$ cat config.mk
export PLATFORM = sky130hd
export DESIGN_NAME = split_verdict_collector
export DESIGN_NICKNAME = d
export VERILOG_FILES = /design/src/rtl/split_pkg.sv /design/src/rtl/split_tag_fifo.sv /design/src/rtl/split_verdict_collector.sv
export SDC_FILE = /design/constraint.sdc
export NUM_CORES = 1
export LEC_CHECK = 0
export ABC_AREA = 1
export BUFFER_PORTS_ARGS = -buffer_cell sky130_fd_sc_hd__clkbuf_2
export CORE_MARGIN = 1
export CORE_UTILIZATION = 45
export DETAILED_ROUTE_END_ITERATION = 7
export GPL_ROUTABILITY_DRIVEN = 0
export PLACE_DENSITY = 0.69
export SLEW_MARGIN = 30
export SYNTH_ARGS = -nofsm -noshare
export SYNTH_HDL_FRONTEND = slang
export SYNTH_SLANG_ARGS = --single-unit
export TNS_END_PERCENT = 1
$ cat constraint.sdc
create_clock -name clk -period 3 [get_ports clk]
set_input_delay 0.6 -clock clk [delete_from_list [all_inputs] [get_ports clk]]
set_output_delay 0.6 -clock clk [all_outputs]
set_load 0.02 [all_outputs]
$ cat src/rtl/split_pkg.sv
// rtl/split_pkg.sv - shared types and default widths for the split_* collector blocks
package split_pkg;

  localparam int NUM_SPLITS_DEF = 8;
  localparam int TAG_W_DEF      = 16;
  localparam int CNT_W_DEF      = 16;

  typedef enum logic [1:0] {
    ST_IDLE  = 2'd0,
    ST_RUN   = 2'd1,
    ST_DRAIN = 2'd2,
    ST_DONE  = 2'd3
  } coll_state_e;

endpackage

$ cat src/rtl/split_tag_fifo.sv
// rtl/split_tag_fifo.sv - 2-deep registered tag FIFO with flush
//   clk, rst                  clock, async active-high reset
//   flush                     empties the FIFO (contents discarded)
//   s_tvalid/s_tready/s_tdata write side
//   m_tvalid/m_tready/m_tdata read side; m_tdata reads 0 while empty
module split_tag_fifo
  import split_pkg::*;
#(
  parameter int TAG_W = TAG_W_DEF
) (
  input  logic             clk,
  input  logic             rst,
  input  logic             flush,
  input  logic             s_tvalid,
  output logic             s_tready,
  input  logic [TAG_W-1:0] s_tdata,
  output logic             m_tvalid,
  input  logic             m_tready,
  output logic [TAG_W-1:0] m_tdata
);

  logic [TAG_W-1:0] mem_q [2];
  logic             wr_ptr_q;
  logic             rd_ptr_q;
  logic [1:0]       count_q;
  logic             push;
  logic             pop;

  assign s_tready = (count_q != 2'd2);
  assign m_tvalid = (count_q != 2'd0);
  assign m_tdata  = m_tvalid ? mem_q[rd_ptr_q] : '0;
  assign push     = s_tvalid && s_tready;
  assign pop      = m_tvalid && m_tready;

  always_ff @(posedge clk or posedge rst) begin
    if (rst) begin
      mem_q[0] <= '0;
      mem_q[1] <= '0;
      wr_ptr_q <= 1'b0;
      rd_ptr_q <= 1'b0;
      count_q  <= 2'd0;
    end else if (flush) begin
      wr_ptr_q <= 1'b0;
      rd_ptr_q <= 1'b0;
      count_q  <= 2'd0;
    end else begin
      if (push) begin
        mem_q[wr_ptr_q] <= s_tdata;
        wr_ptr_q        <= ~wr_ptr_q;
      end
      if (pop) begin
        rd_ptr_q <= ~rd_ptr_q;
      end
      // Simultaneous push and pop leaves the occupancy unchanged.
      case ({push, pop})
        2'b10:   count_q <= count_q + 2'd1;
        2'b01:   count_q <= count_q - 2'd1;
        default: count_q <= count_q;
      endcase
    end
  end

endmodule

$ cat src/rtl/split_verdict_collector.sv
// rtl/split_verdict_collector.sv - ANDs split verdicts, buffers accepted tags, counts results
//   clk, rst                      clock, async active-high reset
//   start, target                 begin a run (IDLE/DONE only), solutions required
//   in_valid/in_ready/in_tag/in_sat  candidate stream with per-split verdicts
//   out_valid/out_ready/out_tag   accepted-tag stream
//   accept_cnt, reject_cnt        saturating per-run statistics
//   busy, done                    run status
module split_verdict_collector
  import split_pkg::*;
#(
  parameter int NUM_SPLITS = NUM_SPLITS_DEF,
  parameter int TAG_W      = TAG_W_DEF,
  parameter int CNT_W      = CNT_W_DEF
) (
  input  logic                  clk,
  input  logic                  rst,
  input  logic                  start,
  input  logic [CNT_W-1:0]      target,
  input  logic                  in_valid,
  output logic                  in_ready,
  input  logic [TAG_W-1:0]      in_tag,
  input  logic [NUM_SPLITS-1:0] in_sat,
  output logic                  out_valid,
  input  logic                  out_ready,
  output logic [TAG_W-1:0]      out_tag,
  output logic [CNT_W-1:0]      accept_cnt,
  output logic [CNT_W-1:0]      reject_cnt,
  output logic                  busy,
  output logic                  done
);

  localparam logic [CNT_W-1:0] CNT_ONE = {{(CNT_W-1){1'b0}}, 1'b1};

  coll_state_e      state_q, state_d;
  logic [CNT_W-1:0] target_q, target_d;
  logic [CNT_W-1:0] acc_q, acc_d;
  logic [CNT_W-1:0] rej_q, rej_d;
  logic [CNT_W-1:0] acc_inc, rej_inc;
  logic             fifo_not_full;
  logic             fire;
  logic             pass;
  logic             start_ok;

  assign pass     = &in_sat;
  assign in_ready = (state_q == ST_RUN) && fifo_not_full;
  assign fire     = in_valid && in_ready;
  assign start_ok = start && ((state_q == ST_IDLE) || (state_q == ST_DONE));

  // Counters stick at all-ones instead of wrapping.
  assign acc_inc = (acc_q == '1) ? acc_q : acc_q + CNT_ONE;
  assign rej_inc = (rej_q == '1) ? rej_q : rej_q + CNT_ONE;

  split_tag_fifo #(.TAG_W(TAG_W)) u_fifo (
    .clk      (clk),
    .rst      (rst),
    .flush    (start_ok),
    .s_tvalid (fire && pass),
    .s_tready (fifo_not_full),
    .s_tdata  (in_tag),
    .m_tvalid (out_valid),
    .m_tready (out_ready),
    .m_tdata  (out_tag)
  );

  always_comb begin
    state_d  = state_q;
    target_d = target_q;
    acc_d    = acc_q;
    rej_d    = rej_q;
    case (state_q)
      ST_IDLE, ST_DONE: begin
        if (start) begin
          target_d = target;
          acc_d    = '0;
          rej_d    = '0;
          state_d  = (target == '0) ? ST_DONE : ST_RUN;
        end
      end
      ST_RUN: begin
        if (fire) begin
          if (pass) begin
            acc_d = acc_inc;
            if (acc_inc == target_q) state_d = ST_DRAIN;
          end else begin
            rej_d = rej_inc;
          end
        end
      end
      ST_DRAIN: begin
        if (!out_valid) state_d = ST_DONE;
      end
      default: state_d = ST_IDLE;
    endcase
  end

  always_ff @(posedge clk or posedge rst) begin
    if (rst) begin
      state_q  <= ST_IDLE;
      target_q <= '0;
      acc_q    <= '0;
      rej_q    <= '0;
    end else begin
      state_q  <= state_d;
      target_q <= target_d;
      acc_q    <= acc_d;
      rej_q    <= rej_d;
    end
  end

  assign accept_cnt = acc_q;
  assign reject_cnt = rej_q;
  assign busy       = (state_q == ST_RUN) || (state_q == ST_DRAIN);
  assign done       = (state_q == ST_DONE);

  a_sat_known: assert property (@(posedge clk) disable iff (rst) fire |-> !$isunknown(in_sat));

endmodule
# Word level (Yosys, flattened, before mapping)
# Index checks and enable logic that the tools add are counted.
[word_totals]
inputBits = 45
output_inout_bits = 52
wordCells = 89
register_bits = 86
[op_classes]
reduce_logical = 23
n_bitwise = 5
order_cmp = 3
mux = 29
n_eq_ne = 16
add_sub_neg = 4
[ops]
columns = ["cell", "count"]
rows = [
  ["$mux 16", 12],
  ["$pmux 16 s2", 2],
  ["$add 16x1->16 const B", 2],
  ["$bwmux 32", 1],
  ["$eq 16x16->1 const B", 2],
  ["$demux 16 s1", 1],
  ["$eq 16x16->1", 1],
  ["$logic_not 16->1", 1],
  ["$mux 2", 7],
  ["$ne 2x2->1 const B", 7],
  ["$reduce_and 5->1", 2],
  ["$reduce_and 8->1", 1],
  ["$reduce_bool 2->1", 4],
  ["$logic_and 1x1->1", 7],
  ["$eq 2x2->1 const B", 3],
  ["$pmux 2 s3", 1],
  ["$eq 2x1->1 const B", 2],
  ["$ge 2x2->1 const B", 2],
  ["$mux 1", 4],
  ["$not 1->2", 2],
  ["$pmux 2 s2", 1],
  ["$reduce_and 2->1", 2],
  ["$reduce_and 4->1", 1],
  ["$not 1->1", 3],
  ["8 further kinds", 9],
]

# Longest topological paths before layout
# Gate-level depths: netlist of the first run.
[logic_depth]
word_depth = 8
depth_mapped = 17

# Hierarchy
# From an unflattened synthesis of the first run, not the netlist that was laid out.
[unflattened]
hier_cells = 659
hier_area_um2 = 4956.0
[by_module_without_submodules]
columns = ["module", "n_inst", "area_per_inst_um2", "seq_area_each_um2", "cells_each"]
rows = [
  ["split_verdict_collector", 1, 3178.0, 1251.2, 449],
  ["split_tag_fifo", 1, 1778.0, 900.9, 210],
]

# Least setup slack after synthesis of the first run
# No wires, ideal clock.
[synth_path]
path_kind = "reg-to-reg"
start = "register state_q[1]"
end = "register rej_q[4] (netlist: reject_cnt[4])"
path_stages_with_launch = 11
path_buffers = 1
t_arrival_ps = 2002
path_slack_ps = 871
setup_time_ps = 127
cell_sequence = "dfrtp_1 > inv_1 > ha_1 > inv_2 > nor2_1 > a21oi_1 > nor4_1 > nand2_1 > buf_6 > a21oi_1 > a21oi_1"
[synth_via]
elab_chain_cells = 5
elab_cells_between_ends = 13
[synth_rtl]
columns = ["element", "line_no", "rtl"]
rows = [
  ["from (decl)", "split_verdict_collector.sv:34", "coll_state_e state_q, state_d;"],
  ["from (signal assigned)", "split_verdict_collector.sv:103", "state_q <= state_d;"],
  ["$eq 2x1->1", "split_verdict_collector.sv:45", "assign in_ready = (state_q == ST_RUN) && fifo_not_full;"],
  ["$logic_and 1x1->1", "split_verdict_collector.sv:45", ""],
  ["named net in_ready", "split_verdict_collector.sv:20", "output logic in_ready,"],
  ["$logic_and 1x1->1", "split_verdict_collector.sv:46", "assign fire = in_valid && in_ready;"],
  ["$ne 2x2->1 (no line)", "n/a", ""],
  ["$reduce_and 5->1 (no line)", "n/a", ""],
  ["to (signal assigned)", "split_verdict_collector.sv:106", "rej_q <= rej_d;"],
  ["to (decl)", "split_verdict_collector.sv:37", "logic [CNT_W-1:0] rej_q, rej_d;"],
]
# The timed path passes the listed nets, and every way through them passes these cells.
# A chain may end at the register's enable or synchronous reset.

# Worst setup path in the final report of the first run
[layout_path]
start = "register state_q[1]"
end = "register rej_q[10] (netlist: reject_cnt[10])"
[layout_via]
elab_chain_cells = 5
elab_cells_between_ends = 13
[layout_rtl]
columns = ["element", "line_no"]
rows = [
  ["$eq 2x1->1", "split_verdict_collector.sv:45, split_verdict_collector.sv:70"],
  ["$logic_and 1x1->1", "split_verdict_collector.sv:45"],
  ["$logic_and 1x1->1", "split_verdict_collector.sv:46"],
  ["$ne 2x2->1 (no line)", "n/a"],
  ["$reduce_and 5->1 (no line)", "n/a"],
]
# Several ways; a longest one is shown, not always the timed one.

==> results of run 1 <==
==> per-layer routing <==
| metal | part of all wire (%) | GRT usage [%] |
|---|---|---|
| met4 | 1.1 | 6.64 |
| met2 | 47 | 37.6 |
| met1 | 47 | 30.0 |
| met3 | 4.7 | 4.02 |
| met5 | 0 | 0 |
==> report_power, final <==
part / total (mW) / internal [mW] / switching (mW)
combinational: 1.31 / 0.410 / 0.903
sequential: 1.44 / 1.32 / 0.125
clock: 0.918 / 0.492 / 0.426
total: 3.67 / 2.22 / 1.45
==> worst max-delay path, stage by stage (launching register included) <==
cell	delay (ps)
dfrtp_1	420
inv_1	100
ha_1	440
inv_2	170
nor2_1	200
a21oi_1	130
nor4_1	250
nand2_1	300
buf_4	280
nor2_1	90
nor2_1	40
o21a_1	110
==> cell families (layout without fill, tap and decap cells) <==
group | after synthesis | in the layout | synth area share [%]
AO/OA/AOI/OAI | 112 | 112 | 12.6
XOR/XNOR | 14 | 14 | 2.54
adder cells (fa/ha/maj) | 6 | 6 | 1.56
buffers and inverters | 98 | 201 | 8.21
flip-flops | 86 | 86 | 44.7
AND/OR/NAND/NOR | 340 | 340 | 30.4
==> layout by cell type (no fill, tap or decap), types with 7 or more instances in the layout <==
master,n
a21oi_1,22
dfrtp_1,86
nor3_1,7
clkbuf_8,10
nor2_1,48
nand2_1,206
o21ai_0,71
clkbuf_2,96
inv_1,74
nand3b_1,8
buf_4,10
nand3_1,45
xor2_1,11
==> area by class of cell <==
class                      instances  area, um2  share of cell area [%]
multi-input combinational        472       2270                    39.9
sequential                        86       2150                    37.8
timing repair buffer             107        576                    10.1
inverter                          78        294                    5.17
tap                              136        170                    2.99
clock buffer                      11        141                    2.49
clock inverter                     5       82.6                    1.45
==> registers in the layout (all words and copies together) (netlist names) <==
signal and count:
state_q 2, u_fifo.wr_ptr_q 1, target_q 16, accept_cnt 16
u_fifo.count_q 2, u_fifo.rd_ptr_q 1, u_fifo.mem_q 32, reject_cnt 16
==> through the flow <==
| step | util [%] | hold WS, ps |
|---|---|---|
| finish | 54.8 | 311 |
| global route | 54.8 | 350 |
| CTS | 54.8 | 333 |
| detailed placement | 52.7 | 473 |
| global placement | 52.7 | 465 |
| floorplan | - | 453 |
==> worst max path at each step <==
stage,start,endpoint,slack [ps],cells after the start
after global placement,state_q[1],reject_cnt[10],560,11
final,state_q[1],reject_cnt[10],360,11
after detailed placement,state_q[1],reject_cnt[10],420,11
after floorplan,rst,accept_cnt[0],180,1
after CTS,state_q[1],reject_cnt[10],390,11
after global routing,state_q[1],reject_cnt[5],50,10
==> results.sh, run 1 <==
export IMPL_worstHoldPathType="in -> async"
export IMPL_reg2reg_slack_ps=360
export IMPL_fin_crit_ps=2640
export IMPL_clockBufferDepth=2
export IMPL_fin_ws_ps=356
export IMPL_slew_headroom_pct=52.9
export IMPL_wl_per_cell_um=13.5
export IMPL_initial_core_util_pct=46.5
export IMPL_design_area_um2=5690
export IMPL_synth_edf_count=0
export IMPL_drive_above_1_share_pct=18.4
export IMPL_hold_buffers=0
export IMPL_fin_cells=895
export IMPL_die_area_um2=11100
export IMPL_rows=37
export IMPL_place_inst=879
export IMPL_clock_fmax_ghz=0.378
export IMPL_drv_slew=0
export IMPL_antenna_found_initial=0
export IMPL_clock_tree_root_cell="clkbuf_8"
export IMPL_ys_seq_area_share_pct=44.7
export IMPL_criticalPathCategory="reg -> reg"
export IMPL_synth_warning_count=0
export IMPL_crit_path_max_fanout=13
export IMPL_clkLatencyLatePin_ps=360
export IMPL_power_total_mw=3.67
export IMPL_peakVddDrop_v=0.000315
export IMPL_grt_pass1_vias=4322
export IMPL_rsz0062_at_grt="no"
export IMPL_cts_resized=0
export IMPL_status="finished, final reports clean"
export IMPL_wirelength_mm=12.0
export IMPL_synth_top_area_cell="dfrtp_1"
export IMPL_grt_usage_pct=22.6
export IMPL_hold_viol_final=0
export IMPL_rr_startpoint="state_q[1]"
export IMPL_synthFlopType="dfrtp_1"
export IMPL_cts_sinks=86
export IMPL_yosys_register_bits=86
export IMPL_worst_slew_pin_transition_ps=706
export IMPL_postSynthCellCount=656
export IMPL_grt_max_degree=39
export IMPL_startpoint_type="flip-flop"
export IMPL_setup_violations=0
export IMPL_clk_pin_slew_ps=90
export IMPL_yosysTopAreaCellShare_pct=44.7
export IMPL_htreeDepth=3
export IMPL_ys_async_sr_fraction_pct=100
export IMPL_setup_tns_ps=0
export IMPL_syn_area_um2=4820
export IMPL_maxCapViolCount=0
export IMPL_synth_avg_cell_area_um2=7.35
export IMPL_cts_buffers=9
export IMPL_cp_arrival_ps=2890
export IMPL_final_nets=805
export IMPL_p_leak_nw=2.83
export IMPL_grt_pass1_wl_mm=20.1
export IMPL_grt_ovfl_total=0
export IMPL_synthTopCellsByArea="dfrtp_1 (45%), nand2_1 (16%), o21ai_0 (7.4%)"
export IMPL_finClkSkew_ps=11.4
export IMPL_port_buffers=96
export IMPL_end_kind="flip-flop"
export IMPL_die_w_um=105
export IMPL_first_iter_violations=238
export IMPL_r2r_end="reject_cnt[10]"
export IMPL_core_um2=10400
export IMPL_pre_cts_ws_ps=421
export IMPL_detailed_place_area_um2=5460
export IMPL_post_drt_via_cell_ratio=5.14
export IMPL_post_cts_setup_buffers=0
export IMPL_r2r_cells=11
export IMPL_diodes=0
export IMPL_drt_pass1_iterations=5
export IMPL_ant_nets=0
export IMPL_ios=97
export IMPL_area_growth_pct=18.0
export IMPL_synth_nets=707
export IMPL_synth_commonest_cells="nand2_1 (206), dfrtp_1 (86), inv_1 (75), o21ai_0 (71), nor2_1 (48)"
export IMPL_chipHeight_um=105
export IMPL_final_fill_count=1001
export IMPL_num_vias=4604
export IMPL_cts_tree="yes"
export IMPL_synth_most_common_cell="nand2_1"
export IMPL_drc=0
export IMPL_period_share_pct=88.1
export IMPL_p_per_area_nw_per_um2=646
export IMPL_required_ps=3240
export IMPL_post_dp_hpwl_mm=8.95
export IMPL_yosysUniqueCellTypes=34
No activity file was read; power rests on OpenSTA's default activity.
==> run 2, diff against run 1 <==
--- a/config.mk
+++ b/config.mk
@@ -9,6 +9,7 @@
 export BUFFER_PORTS_ARGS = -buffer_cell sky130_fd_sc_hd__clkbuf_2
 export CORE_MARGIN = 1
 export CORE_UTILIZATION = 45
+export CTS_BUF_LIST = sky130_fd_sc_hd__clkbuf_8
 export DETAILED_ROUTE_END_ITERATION = 7
 export GPL_ROUTABILITY_DRIVEN = 0
 export PLACE_DENSITY = 0.69
==> results.sh, run 2 (same netlist as run 1, synthesis figures left out) <==
export IMPL_reg2reg_slack_ps=360
export IMPL_area_growth_pct=18.0
export IMPL_end_kind="flip-flop"
export IMPL_chipHeight_um=105
export IMPL_clock_tree_root_cell="clkbuf_8"
export IMPL_fin_cells=895
export IMPL_layout_common_cells="nand2_1 (206), clkbuf_2 (96), dfrtp_1 (86), inv_1 (75), o21ai_0 (71)"
export IMPL_grt_max_degree=39
export IMPL_wl_per_cell_um=13.4
export IMPL_crit_chain="inv_1 > ha_1 > inv_2 > nor2_1 > a21oi_1 > nor4_1 > nand2_1 > buf_4 > nor2_1 > nor2_1 > o21a_1"
export IMPL_holdWs_ps=311
export IMPL_period_share_pct=88.1
export IMPL_clock_fmax_ghz=0.378
export IMPL_grt_ovfl_total=0
export IMPL_rsz0062_at_grt="no"
export IMPL_first_iter_violations=238
export IMPL_num_vias=4598
export IMPL_drc=0
export IMPL_place_inst=879
export IMPL_mostFrequentLayoutCell="nand2_1"
export IMPL_finClkSkew_ps=11.4
export IMPL_cp_arrival_ps=2890
export IMPL_die_area_um2=11100
export IMPL_regMostFlops="u_fifo.mem_q"
export IMPL_slew_headroom_pct=52.9
export IMPL_crit_slowest_cell="ha_1"
export IMPL_hold_viol_final=0
export IMPL_setup_violations=0
export IMPL_drive_above_1_share_pct=18.4
export IMPL_diodes=0
export IMPL_grt_pass1_wl_mm=20.1
export IMPL_cts_resized=0
export IMPL_htreeDepth=3
export IMPL_criticalPathCategory="reg -> reg"
export IMPL_ios=97
export IMPL_post_cts_setup_buffers=0
export IMPL_wirelength_mm=12.0
export IMPL_drv_slew=0
export IMPL_cts_sinks=86
export IMPL_cp_slowest_stage_delay_ps=440
export IMPL_startpoint="state_q[1]"
export IMPL_clk_pin_slew_ps=90
export IMPL_worstHoldPathType="in -> async"
export IMPL_fin_ws_ps=356
export IMPL_post_drt_via_cell_ratio=5.14
export IMPL_clkLatencyLatePin_ps=360
export IMPL_maxCapViolCount=0
export IMPL_antenna_found_initial=0
export IMPL_startpoint_type="flip-flop"
export IMPL_fin_util_pct=54.8
export IMPL_clockBufferDepth=2
export IMPL_drt_pass1_iterations=5
export IMPL_fin_crit_ps=2640
export IMPL_p_per_area_nw_per_um2=645
export IMPL_die_w_um=105
export IMPL_p_leak_nw=2.83
export IMPL_cp_common_cell="nor2_1"
export IMPL_peakVddDrop_v=0.000315
export IMPL_setup_tns_ps=0
export IMPL_final_nets=805
export IMPL_hold_buffers=0
export IMPL_cts_tree="yes"
export IMPL_rows=37
export IMPL_port_buffers=96
export IMPL_initial_core_util_pct=46.5
export IMPL_r2r_cells=11
export IMPL_required_ps=3240
export IMPL_cts_buffers=9
export IMPL_power_total_mw=3.67
export IMPL_grt_usage_pct=22.6
export IMPL_worst_slew_pin_transition_ps=706
export IMPL_ant_nets=0
export IMPL_largest_reg_flops=32
export IMPL_detailed_place_area_um2=5460
export IMPL_grt_pass1_vias=4322
export IMPL_crit_path_max_fanout=13
export IMPL_rr_startpoint="state_q[1]"
export IMPL_pre_cts_ws_ps=421
export IMPL_design_area_um2=5690
export IMPL_r2r_end="reject_cnt[10]"
export IMPL_status="finished, final reports clean"
export IMPL_post_dp_hpwl_mm=8.95
export IMPL_core_um2=10400
==> run 2: changes by cell type in the layout (fill, tap and decap cells not counted) <==
cell	delta
clkbuf_1	-1
inv_1	+1
==> run 2: how the worst max path moves through the flow <==
stage	cells after the start	slack [ps]	endpoint
2_1_floorplan	1	180	accept_cnt[0]
3_3_place_gp	11	560	reject_cnt[10]
3_5_place_dp	11	420	reject_cnt[10]
4_1_cts	11	390	reject_cnt[10]
5_1_grt	10	50	reject_cnt[5]
6_report	11	360	reject_cnt[10]
==> run 2: power breakdown <==
group / switching, mW / total [mW] / leakage, nW / internal (mW)
Clock: 0.426 / 0.915 / 0.106 / 0.489
Combinational: 0.903 / 1.31 / 1.56 / 0.410
Sequential: 0.125 / 1.44 / 1.17 / 1.32
==> run 2: critical path, delay by kind of cell (launching register included) <==
| kind | cells | cell delay (ps) |
|---|---|---|
| and+or+nand+nor | 5 | 880 |
| buffers and inverters | 3 | 550 |
| adders and majority gates | 1 | 440 |
| DFF | 1 | 420 |
| AOI/OAI and AO/OA | 2 | 240 |
==> run 2: final cells by class <==
| type | count | area, um2 |
|---|---|---|
| clock buffers | 10 | 138 |
| clock inverters | 6 | 86.3 |
| fillers | 1001 | 4680 |
| inverters | 78 | 294 |
| multi-input cells | 472 | 2270 |
| flip-flops and latches | 86 | 2150 |
| well taps | 136 | 170 |
| repair buffers | 107 | 576 |
==> run 2: per-layer routing <==
| layer | global-route usage [%] | vias up | routed length, um |
|---|---|---|---|
| li1 | - | 2317 | - |
| met1 | 30.0 | 2132 | 5610 |
| met2 | 37.6 | 135 | 5720 |
| met3 | 4.02 | 14 | 562 |
| met4 | 6.64 | 0 | 136 |
| met5 | 0 | - | 0 |
